`src/rtl/pulse_stretch.sv`:
```
// Retriggerable pulse stretcher: a trigger starts a level pulse of 'len' cycles followed by a holdoff gap.
// Define PULSE_STRETCH_RETRIG_EN to let a trigger during an active pulse reload the length.
module pulse_stretch #(
  parameter int LEN_W   = 8,
  parameter int HOLDOFF = 2
) (
  input  logic             clk,
  input  logic             rst_n,
  input  logic             trig,
  input  logic [LEN_W-1:0] len,
  output logic             level,
  output logic             busy,
  output logic             done,
  output logic             drop
);

  // state  | meaning
  // IDLE   | waiting for a trigger with non-zero length
  // ACTIVE | level high, cnt counts remaining high cycles
  // HOLD   | forced low gap of HOLDOFF cycles, triggers dropped
  typedef enum logic [1:0] {IDLE, ACTIVE, HOLD} state_t;

`ifdef PULSE_STRETCH_RETRIG_EN
  localparam bit RETRIG = 1'b1;
`else
  localparam bit RETRIG = 1'b0;
`endif

  localparam logic [LEN_W-1:0] ONE       = LEN_W'(1);
  localparam logic [3:0]       HOLD_INIT = 4'(HOLDOFF);

  state_t           state, state_nxt;
  logic [LEN_W-1:0] cnt, cnt_nxt;
  logic [3:0]       hold_cnt, hold_cnt_nxt;
  logic             done_nxt, drop_nxt;
  logic             len_ok;

  assign len_ok = (len != '0);

  always_ff @(posedge clk or negedge rst_n) begin
    if (!rst_n) begin
      state    <= IDLE;
      cnt      <= '0;
      hold_cnt <= '0;
      level    <= 1'b0;
      busy     <= 1'b0;
      done     <= 1'b0;
      drop     <= 1'b0;
    end else begin
      state    <= state_nxt;
      cnt      <= cnt_nxt;
      hold_cnt <= hold_cnt_nxt;
      level    <= (state_nxt == ACTIVE);
      busy     <= (state_nxt != IDLE);
      done     <= done_nxt;
      drop     <= drop_nxt;
    end
  end

  always_comb begin
    state_nxt    = state;
    cnt_nxt      = cnt;
    hold_cnt_nxt = hold_cnt;
    done_nxt     = 1'b0;
    drop_nxt     = 1'b0;
    case (state)
      IDLE: begin
        if (trig) begin
          if (len_ok) begin
            state_nxt = ACTIVE;
            cnt_nxt   = len;
          end else begin
            drop_nxt = 1'b1;
          end
        end
      end
      ACTIVE: begin
        if (RETRIG && trig && len_ok) begin
          cnt_nxt = len;
        end else begin
          drop_nxt = trig;
          // <= keeps the counter from ever wrapping below 1
          if (cnt <= ONE) begin
            done_nxt = 1'b1;
            cnt_nxt  = '0;
            if (HOLDOFF > 0) begin
              state_nxt    = HOLD;
              hold_cnt_nxt = HOLD_INIT;
            end else begin
              state_nxt = IDLE;
            end
          end else begin
            cnt_nxt = cnt - ONE;
          end
        end
      end
      HOLD: begin
        drop_nxt = trig;
        if (hold_cnt <= 4'd1) begin
          state_nxt    = IDLE;
          hold_cnt_nxt = '0;
        end else begin
          hold_cnt_nxt = hold_cnt - 4'd1;
        end
      end
      default: state_nxt = IDLE;
    endcase
  end

endmodule

```
`config.mk`:
```
export PLATFORM = sky130hd
export DESIGN_NAME = pulse_stretch
export DESIGN_NICKNAME = d
export VERILOG_FILES = /design/src/rtl/pulse_stretch.sv
export SDC_FILE = /design/constraint.sdc
export NUM_CORES = 1
export LEC_CHECK = 0
export CORE_MARGIN = 8
export CORE_UTILIZATION = 45
export DETAILED_ROUTE_END_ITERATION = 10
export GPL_ROUTABILITY_DRIVEN = 0
export PLACE_DENSITY = 0.77
export SETUP_SLACK_MARGIN = 0.5
export SLEW_MARGIN = 20
export SYNTH_ARGS = -nofsm -noshare
export SYNTH_HDL_FRONTEND = slang
export SYNTH_SLANG_ARGS = --single-unit
```
`constraint.sdc`:
```
create_clock -name clk -period 3.91 [get_ports clk]
set_clock_uncertainty 0.15 [all_clocks]
set_input_delay 0.391 -clock clk [delete_from_list [all_inputs] [get_ports clk]]
set_output_delay 0.391 -clock clk [all_outputs]
set_load 0.05 [all_outputs]
```
==> results of run 1 <==
[critical path, cell delays in order, from the launching register on]
cell	delay, ns
dfrtp_1	0.44
inv_1	0.12
ha_1	0.36
inv_1	0.28
nor2_2	0.39
or2_1	0.29
mux2_1	0.34
[routing by layer]
layer  track usage, %  up-vias  wire length (um)
met4             8.09        0                82
met5                0        -                 0
li1                 -      488                 -
met2             21.5       39              1350
met1             15.9      505              1100
met3             2.65       10               158
[cells in the final DEF, fill, tap and decap left out, types with 2 or more instances in the layout]
master / count
a21oi_1: 3
a22o_1: 5
a31oi_1: 2
a32o_1: 3
and3_1: 2
clkbuf_4: 3
clkdlybuf4s50_1: 14
dfrtp_1: 18
ha_1: 8
inv_1: 12
nand2_1: 5
nand3_1: 2
nor2_1: 10
nor3_1: 4
nor4_1: 2
nor4_2: 2
o21ai_0: 2
o22ai_1: 6
o2bb2ai_1: 3
or3_1: 2
[metrics by stage]
step           total power [uW]  hold slack [ns]  instance area, sq um  instances
2_1_floorplan               919          -0.0546                  1190        119
3_3_place_gp               1040            0.344                  1330        160
3_5_place_dp               1070            0.349                  1330        160
4_1_cts                    1180            0.377                  1370        164
5_1_grt                    1290            0.408                  1370        164
6_report                   1190            0.383                  1370        164
[state kept, by name, summed over array words and instances, names as in the netlist]
signal    flops
state         2
level         1
busy          1
cnt           8
hold_cnt      4
drop          1
done          1
[how the worst min path moves through the flow]
stage / start / to / slack [ns] / cells past startpoint
4_1_cts: cnt[4] / cnt[4] / 0.38 / 1
5_1_grt: cnt[4] / cnt[4] / 0.41 / 1
3_3_place_gp: cnt[4] / cnt[4] / 0.34 / 1
2_1_floorplan: rst_n / busy / -0.05 / 0
6_report: cnt[4] / cnt[4] / 0.38 / 1
3_5_place_dp: cnt[4] / cnt[4] / 0.35 / 1
[logic make-up (layout without fill, tap and decap cells)]
| kind of cell | Yosys count | after routing |
|---|---|---|
| multiplexers | 1 | 1 |
| buffers and inverters | 15 | 30 |
| AO/OA/AOI/OAI | 39 | 39 |
| adder cells (fa/ha/maj) | 8 | 8 |
| flip-flops | 18 | 18 |
| AND/OR/NAND/NOR | 38 | 38 |
[area by class of cell]
cell class / count / area (sq um)
Multi-Input combinational cell: 86 / 659
Inverter: 12 / 45.0
Clock buffer: 4 / 36.3
Fill cell: 226 / 1130
Timing Repair Buffer: 14 / 140
Tap cell: 30 / 37.5
Sequential cell: 18 / 450
[where the power goes]
| part | leakage [uW] | internal, uW | total, uW | switching [uW] |
|---|---|---|---|---|
| sequential | 0.000227 | 268 | 344 | 75.6 |
| combinational | 0.000336 | 282 | 726 | 444 |
| clock | 0.0000210 | 56.8 | 115 | 58.5 |
| total | 0.000584 | 607 | 1190 | 578 |
==> out/qor.txt, run 1 <==
Status = finished clean
Syn Nets = 138
Max-capacitance violation count = 0
Proportion of layout cells with a drive suffix above 1 = 9.70%
Largest net degree at the start of global routing = 19
Nets = 154
Gr usage total = 13.3%
Crit Reg-Reg Endpoint = cnt[1]
Synth top cells by count = 18 x dfrtp_1, 12 x inv_1, 10 x nor2_1, 8 x ha_1, 6 x o22ai_1
Synth Flop Type = dfrtp_1
Num ports = 15
Worst R2R Setup Slack = 1.42 ns
I/O Buffers = 14
Die Y = 67.5 um
Crit path time final = 2.49 ns
CTS tree = yes
Reg clk slew, reported paths = 0.10 ns
Synth top area share = 37.8%
Seq/Total Area, Yosys = 37.8%
Relative slew margins = 46.1%
Post-synthesis cell count = 119
WL/cell = 16.4 um
Worst-margin pin slew = 0.806 ns
First-pass GRT wire length = 4670 um
Yosys top cell by area = dfrtp_1
Largest cells by area after synthesis = dfrtp_1 38%, ha_1 8.4%, inv_1 3.8%, a22o_1 3.7%, nor2_1 3.2%
CTS buffer count = 3
Hold Violations, Final = 0
Setup Fix Bufs, Post-CTS = 0
Asr flop ratio synth = 100%
R2R cell count = 6
DIE AREA = 4550 sq um
PwrDens = 866 nW/um^2
Worst IR Drop VDD = 463 uV
Tightest Hold Check Type = reg -> reg
Clk_lat worst skew = 0.30 ns
DRT Wirelength = 2690 um
Post-CTS Hold Buffers = 0
Die X = 67.5 um
Pre-CTS setup slack = 1.41 ns
Rows = 18
Post-Synth XOR/XNOR Area = 0%
Post-DP HPWL = 2080 um
Max Freq = 0.402 GHz
Critical path arrival = 2.53 ns
Detailed Routing Iterations Pass 1 = 4
CTS Root Cell = clkbuf_4
Antenna cell count = 0
RSZ-0062 raised after global routing = false
Slack of the critical path = 1.42 ns
Synth Area in Simple Gates = 17.9%
Synth warnings = 0
Most frequent cell after synthesis = dfrtp_1
Compound-Gate Fraction of Synth Area = 28.2%
Core area = 2500 sq um
Leak = 0.000584 uW
Via density = 6.35
Crit path kind = reg -> reg
CP endpoint kind = register
CP Data Required Time = 3.95 ns
Critical path fanouts, max = 13
Reg2Reg Launch Point = state[1]
Resize count post-CTS = 0
Longest Clk Path Bufs = 2
GR Overflow Total = 0
Fin crit share = 63.6%
Initial antenna violation count = 0
Final setup TNS = 0 ns
Slew Limit Fails = 0
Final core utilization = 54.8%
Area growth syn-to-layout = 14.9%
Initial Util = 47.6%
Number of global-route vias before repair = 1020
Starting DRT DRC Count = 65
CTS H-tree depth = 1
Final setup violation count = 0
Avg Inst Size Synth = 10.0 sq um
Mapped Area = 1190 sq um
Seq cells post-synth = 18
Post-synth cell types = 45
Clk sinks = 18
Via count = 1042
Number of routed nets with antenna violations = 0
Multiplexer share of the synthesized area = 0.945%
Post-synthesis adder-cell area fraction = 8.40%
EDFF count, synth = 0
Remaining DRCs = 0
Combinational family with the most area after synthesis = compound AO/OA/AOI/OAI gates
Startpoint types = register
Critical Path End = cnt[1]
CP Launch Point = state[1]
(Power assumes the default switching activity.)
==> inputs of run 2 (changes only) <==
Settings changed: PLACE_DENSITY 0.77 to 0.8.
Clock period 3.91 ns to 2.1 ns, I/O delays scaled along.
==> run 2 against run 1 <==
Effect of this change:
- register-to-register slack got worse by 1.3 ns
- first-iteration DRC count increased by 95%
- non-clock buffer count rose by 33
- combinational power rose to 3.3 times the previous value
- sequential power is 78% higher
- utilization rose by 18 points
- maximum frequency increased by 27%
- sequential share of layout area shrank 7.9 points
- design area grew 33%
- worst hold slack lost 0.32 ns
- count of clock-buffer cells in the layout unchanged
- highest routed layer unchanged
==> out/qor.txt, run 2 (synthesized netlist as in run 1, its figures left out) <==
Antenna cell count = 0 (unchanged)
Clk_lat worst skew = 0.31 ns (about the same)
Tightest Hold Check Type = in -> async
Die Y = 67.5 um (unchanged)
Initial Util = 47.6% (unchanged)
Detailed Routing Iterations Pass 1 = 6 (+2)
Crit path time final = 1.96 ns (-0.522 ns)
Via density = 6.42 (+0.99%)
CTS H-tree depth = 1 (unchanged)
Remaining DRCs = 0 (unchanged)
Crit path kind = reg -> reg
CTS Root Cell = clkbuf_4
Crit Reg-Reg Endpoint = cnt[5]
Filler instances = 140 (-38%)
CP endpoint kind = register
Post-CTS Hold Buffers = 0 (unchanged)
Via count = 1264 (+21%)
Rows = 18 (unchanged)
Non-Filler Instances = 197 (+20%)
CTS tree = yes
Slew Limit Fails = 0 (unchanged)
Reg2Reg Launch Point = cnt[2]
Register area = 453 sq um (+0.56%)
I/O Buffers = 14 (unchanged)
DRT Wirelength = 3860 um (+43%)
Critical path arrival = 2.02 ns (-0.51 ns)
Final setup violation count = 0 (unchanged)
Number of flip-flops in the largest register = 8 (unchanged)
Die X = 67.5 um (unchanged)
R2R cell count = 4 (-2)
Multi-input logic area = 835 sq um (+27%)
Relative slew margins = 66.3% (+20 points)
Num ports = 15 (unchanged)
Largest regs = cnt: 8 flops, hold_cnt: 4 flops, state: 2 flops
Nets = 187 (+21%)
Gr usage total = 15.7% (+2.4 points)
PwrDens = 1790 nW/um^2 (+110%)
Core area = 2500 sq um (unchanged)
Post-Place Cells = 171 (+6.9%)
Largest register by flop count = cnt
Leak = 0.000811 uW (+39%)
Initial antenna violation count = 0 (unchanged)
Clk sinks = 18 (unchanged)
WL/cell = 19.6 um (+19%)
Hold Violations, Final = 0 (unchanged)
DIE AREA = 4550 sq um (unchanged)
Number of global-route vias before repair = 1154 (+13%)
Final core utilization = 72.6% (+18 points)
Critical path fanouts, max = 6 (-7)
Worst-margin pin slew = 0.507 ns (-0.299 ns)
Reg clk slew, reported paths = 0.11 ns (about the same)
Status = finished clean
Worst R2R Setup Slack = 0.14 ns (-1.29 ns)
GR Overflow Total = 0 (unchanged)
Starting DRT DRC Count = 127 (+95%)
Proportion of layout cells with a drive suffix above 1 = 44.9% (+35 points)
Fin crit share = 93.5% (+30 points)
Number of routed nets with antenna violations = 0 (unchanged)
First-pass GRT wire length = 5490 um (+17%)
Longest Clk Path Bufs = 2 (unchanged)
Startpoint types = register
RSZ-0062 raised after global routing = true
Worst IR Drop VDD = 1290 uV (+180%)
Commonest non-fill, non-tap cells in the layout = 29 x buf_4, 16 x dfrtp_1, 9 x clkdlybuf4s50_1, 8 x nor2_1, 6 x inv_1
Commonest non-fill, non-tap cell in the layout = buf_4
CP Data Required Time = 2.16 ns (-1.79 ns)
CTS buffer count = 3 (unchanged)
Max Freq = 0.509 GHz (+27%)
Max-capacitance violation count = 0 (unchanged)
Area growth syn-to-layout = 52.3%
Largest net degree at the start of global routing = 19 (unchanged)
Post-DP HPWL = 2130 um (+2.5%)
## run 2: final cells by class
class	count	share of cell area, %
tap	30	2.07
timing repair buffer	47	22.1
clock buffer	4	2.00
multi-input combinational	86	46.0
sequential	18	25.0
inverter	12	2.90
## run 2: per-stage QoR
stage	hold WS [ns]	instance area [sq um]	worst slack [ns]	total power [uW]	TNS, ns
after floorplan	-0.236	1230	0.204	1770	0
after global placement	0.342	1450	0.0152	2120	0
after detailed placement	0.357	1450	-0.0128	2170	-0.0128
after CTS	0.0828	1700	0.177	2800	0
after global routing	0.107	1810	0.109	3400	0
final	0.0622	1810	0.136	3250	0
## run 2: per-layer routing
| metal | routed length [um] | share of wire, % | GRT usage (%) |
|---|---|---|---|
| met1 | 1620 | 42 | 19.5 |
| met2 | 1840 | 48 | 25.7 |
| met3 | 280 | 7.3 | 3.15 |
| met4 | 123 | 3.2 | 7.05 |
| met5 | 0 | 0 | 0 |
## run 2: repair_timing
item | CTS | global route
gates resized for setup | 26 | 19
setup buffers | 14 | 7
endpoints found under the setup margin | 21 | 17
pin swaps | 15 | 11
cloned | 1 | 0
## run 2: power by group
part,switching (uW),internal (uW),leakage (uW),total [uW]
Combinational,1270,1140,0.000566,2410
Clock,117,106,0.0000210,223
Sequential,111,503,0.000224,614
## run 2: worst max-delay path, stage by stage, from the launching register on
cell,delay [ns]
dfrtp_1,0.40
or3_4,0.43
o31a_4,0.42
a32o_1,0.24
a22o_1,0.21
## run 2: how the worst max path moves through the flow
stage,startpoint,endpoint,slack (ns)
finish,cnt[2],cnt[5],0.14
floorplan,cnt[4],cnt[5],0.20
detailed placement,len[4],cnt[1],-0.01
global placement,len[4],cnt[1],0.02
CTS,cnt[2],cnt[3],0.18
global route,cnt[2],cnt[5],0.11
==> inputs of run 3 (changes only) <==
Settings changed: CORE_UTILIZATION 45 to 40, PLACE_DENSITY 0.8 to 0.73.
==> run 3 against run 2 <==
Effect of this change:
- wire length fell by 5.5%
- clock power rose by 4%
- first-iteration DRC count fell by 43%
- register-to-register slack barely moved
- critical path type unchanged
- setup slack got worse by 0.0021 ns
- design area fell by 0.21%
- count of clock-buffer cells in the layout did not move
- maximum frequency fell by 0.11%
==> out/qor.txt, run 3 (synthesized netlist as in run 1, its figures left out) <==
Worst IR Drop VDD = 782 uV (-39%)
Slowest stage delay, CP = 0.47 ns (+0.04 ns)
Detailed Routing Iterations Pass 1 = 4 (-2)
Tightest Hold Check Type = in -> async
Rows = 20 (+2)
Crit-path cells = or3_4 -> o31a_4 -> a32o_1 -> a22o_1
Startpoint types = register
PwrDens = 1730 nW/um^2 (-3.5%)
Final setup violation count = 0 (unchanged)
Post-CTS Hold Buffers = 0 (unchanged)
Initial Util = 40.3% (-7.3 points)
Commonest non-fill, non-tap cell in the layout = buf_4
WL/cell = 18.2 um (-6.9%)
Max-capacitance violation count = 0 (unchanged)
Crit path time final = 1.97 ns (+0.00209 ns)
Via density = 6.11 (-4.9%)
Commonest non-fill, non-tap cells in the layout = 28 x buf_4, 17 x dfrtp_1, 10 x clkdlybuf4s50_1, 7 x nor2_1, 6 x inv_2
Max Freq = 0.509 GHz (-0.11%)
Gr usage total = 13.5% (-2.2 points)
Leak = 0.000790 uW (-2.6%)
Remaining DRCs = 0 (unchanged)
CTS tree = yes
Status = finished clean
GR Overflow Total = 0 (unchanged)
Slew Limit Fails = 0 (unchanged)
Largest regs = cnt: 8 flops, hold_cnt: 4 flops, state: 2 flops
Nets = 187 (unchanged)
Starting DRT DRC Count = 72 (-43%)
Reg clk slew, reported paths = 0.12 ns (about the same)
Num ports = 15 (unchanged)
Relative slew margins = 66.5% (+0.15 points)
I/O Buffers = 14 (unchanged)
Largest net degree at the start of global routing = 19 (unchanged)
Worst R2R Setup Slack = 0.13 ns (about the same)
Clk sinks = 18 (unchanged)
Slowest cell on the critical path = dfrtp_1
CP Data Required Time = 2.17 ns (about the same)
Fin crit share = 93.6% (+0.099 points)
Core area = 2950 sq um (+18%)
First-pass GRT wire length = 5460 um (-0.38%)
Worst-margin pin slew = 0.505 ns (-0.00219 ns)
Via count = 1221 (-3.4%)
Antenna cell count = 0 (unchanged)
Die X = 70.6 um (+4.6%)
Number of global-route vias before repair = 1191 (+3.2%)
Filler instances = 220 (+57%)
Critical path fanouts, max = 6 (unchanged)
Number of routed nets with antenna violations = 0 (unchanged)
RSZ-0062 raised after global routing = true
Crit path kind = reg -> reg
Initial antenna violation count = 0 (unchanged)
Clk_lat worst skew = 0.32 ns (about the same)
R2R cell count = 4 (unchanged)
Post-Place Cells = 174 (+1.8%)
Non-Filler Instances = 200 (+1.5%)
Proportion of layout cells with a drive suffix above 1 = 45.5% (+0.60 points)
Min Hold Slack = 0.0585 ns (-0.00371 ns)
Post-DP HPWL = 2230 um (+4.3%)
Longest Clk Path Bufs = 2 (unchanged)
CP endpoint kind = register
DRT Wirelength = 3640 um (-5.5%)
Number of flip-flops in the largest register = 8 (unchanged)
DIE AREA = 4980 sq um (+9.5%)
Area growth syn-to-layout = 52.0%
CTS buffer count = 3 (unchanged)
CTS Root Cell = clkbuf_4
Hold Violations, Final = 0 (unchanged)
CTS H-tree depth = 1 (unchanged)
Critical path arrival = 2.04 ns (+0.02 ns)
Largest register by flop count = cnt
Die Y = 70.6 um (+4.6%)
==> run 3: report_power, final <==
group,leakage (uW),internal (uW),switching (uW)
clock,0.0000210,106,126
sequential,0.000226,501,108
combinational,0.000543,1090,1200
total,0.000790,1700,1430
==> run 3: metal layers <==
metal	track usage, %	part of all wire [%]
met1	15.4	39
met2	22.8	52
met3	2.26	6.4
met4	8.55	3.1
met5	0	0
==> run 3: worst max-delay path, delay by kind of cell, from the launching register on <==
kind | cells | cell delay, ns
AND/OR/NAND/NOR | 1 | 0.40
AO/OA/AOI/OAI | 3 | 0.84
flip-flops | 1 | 0.47
==> run 3: path summary, 6_finish.rpt <==
kind	start	to
min in group clk	trig	drop
setup / recovery	cnt[4]	cnt[3]
max in group asynchronous	rst_n	state[0]
hold reg to reg	hold_cnt[0]	hold_cnt[0]
hold / removal	rst_n	hold_cnt[1]
setup reg to reg	cnt[4]	cnt[3]
==> run 3: timing repair <==
| item | 4_1_cts | 5_1_grt |
|---|---|---|
| resized for setup | 26 | 17 |
| pin swaps | 15 | 13 |
| setup endpoints to repair | 21 | 17 |
| cloned | 0 | 1 |
| buffers inserted | 14 | 7 |
==> run 3: area by class of cell <==
type	instances	area, sq um	area share [%]
tap	33	41.3	2.28
inverter	12	47.5	2.63
sequential	18	452	24.9
multi-input combinational	86	832	46.0
timing repair buffer	47	402	22.2
clock buffer	4	36.3	2.00
==> run 3: metrics by stage <==
step	area (sq um)	setup TNS, ns	total power, uW	setup WS [ns]	utilization, %
after floorplan	1230	0	1770	0.204	-
after global placement	1460	0	2130	0.00323	49.3
after detailed placement	1460	-0.0394	2170	-0.0394	49.3
after CTS	1690	0	2800	0.174	57.1
after global routing	1810	0	3300	0.0944	61.3
final	1810	0	3130	0.133	61.3
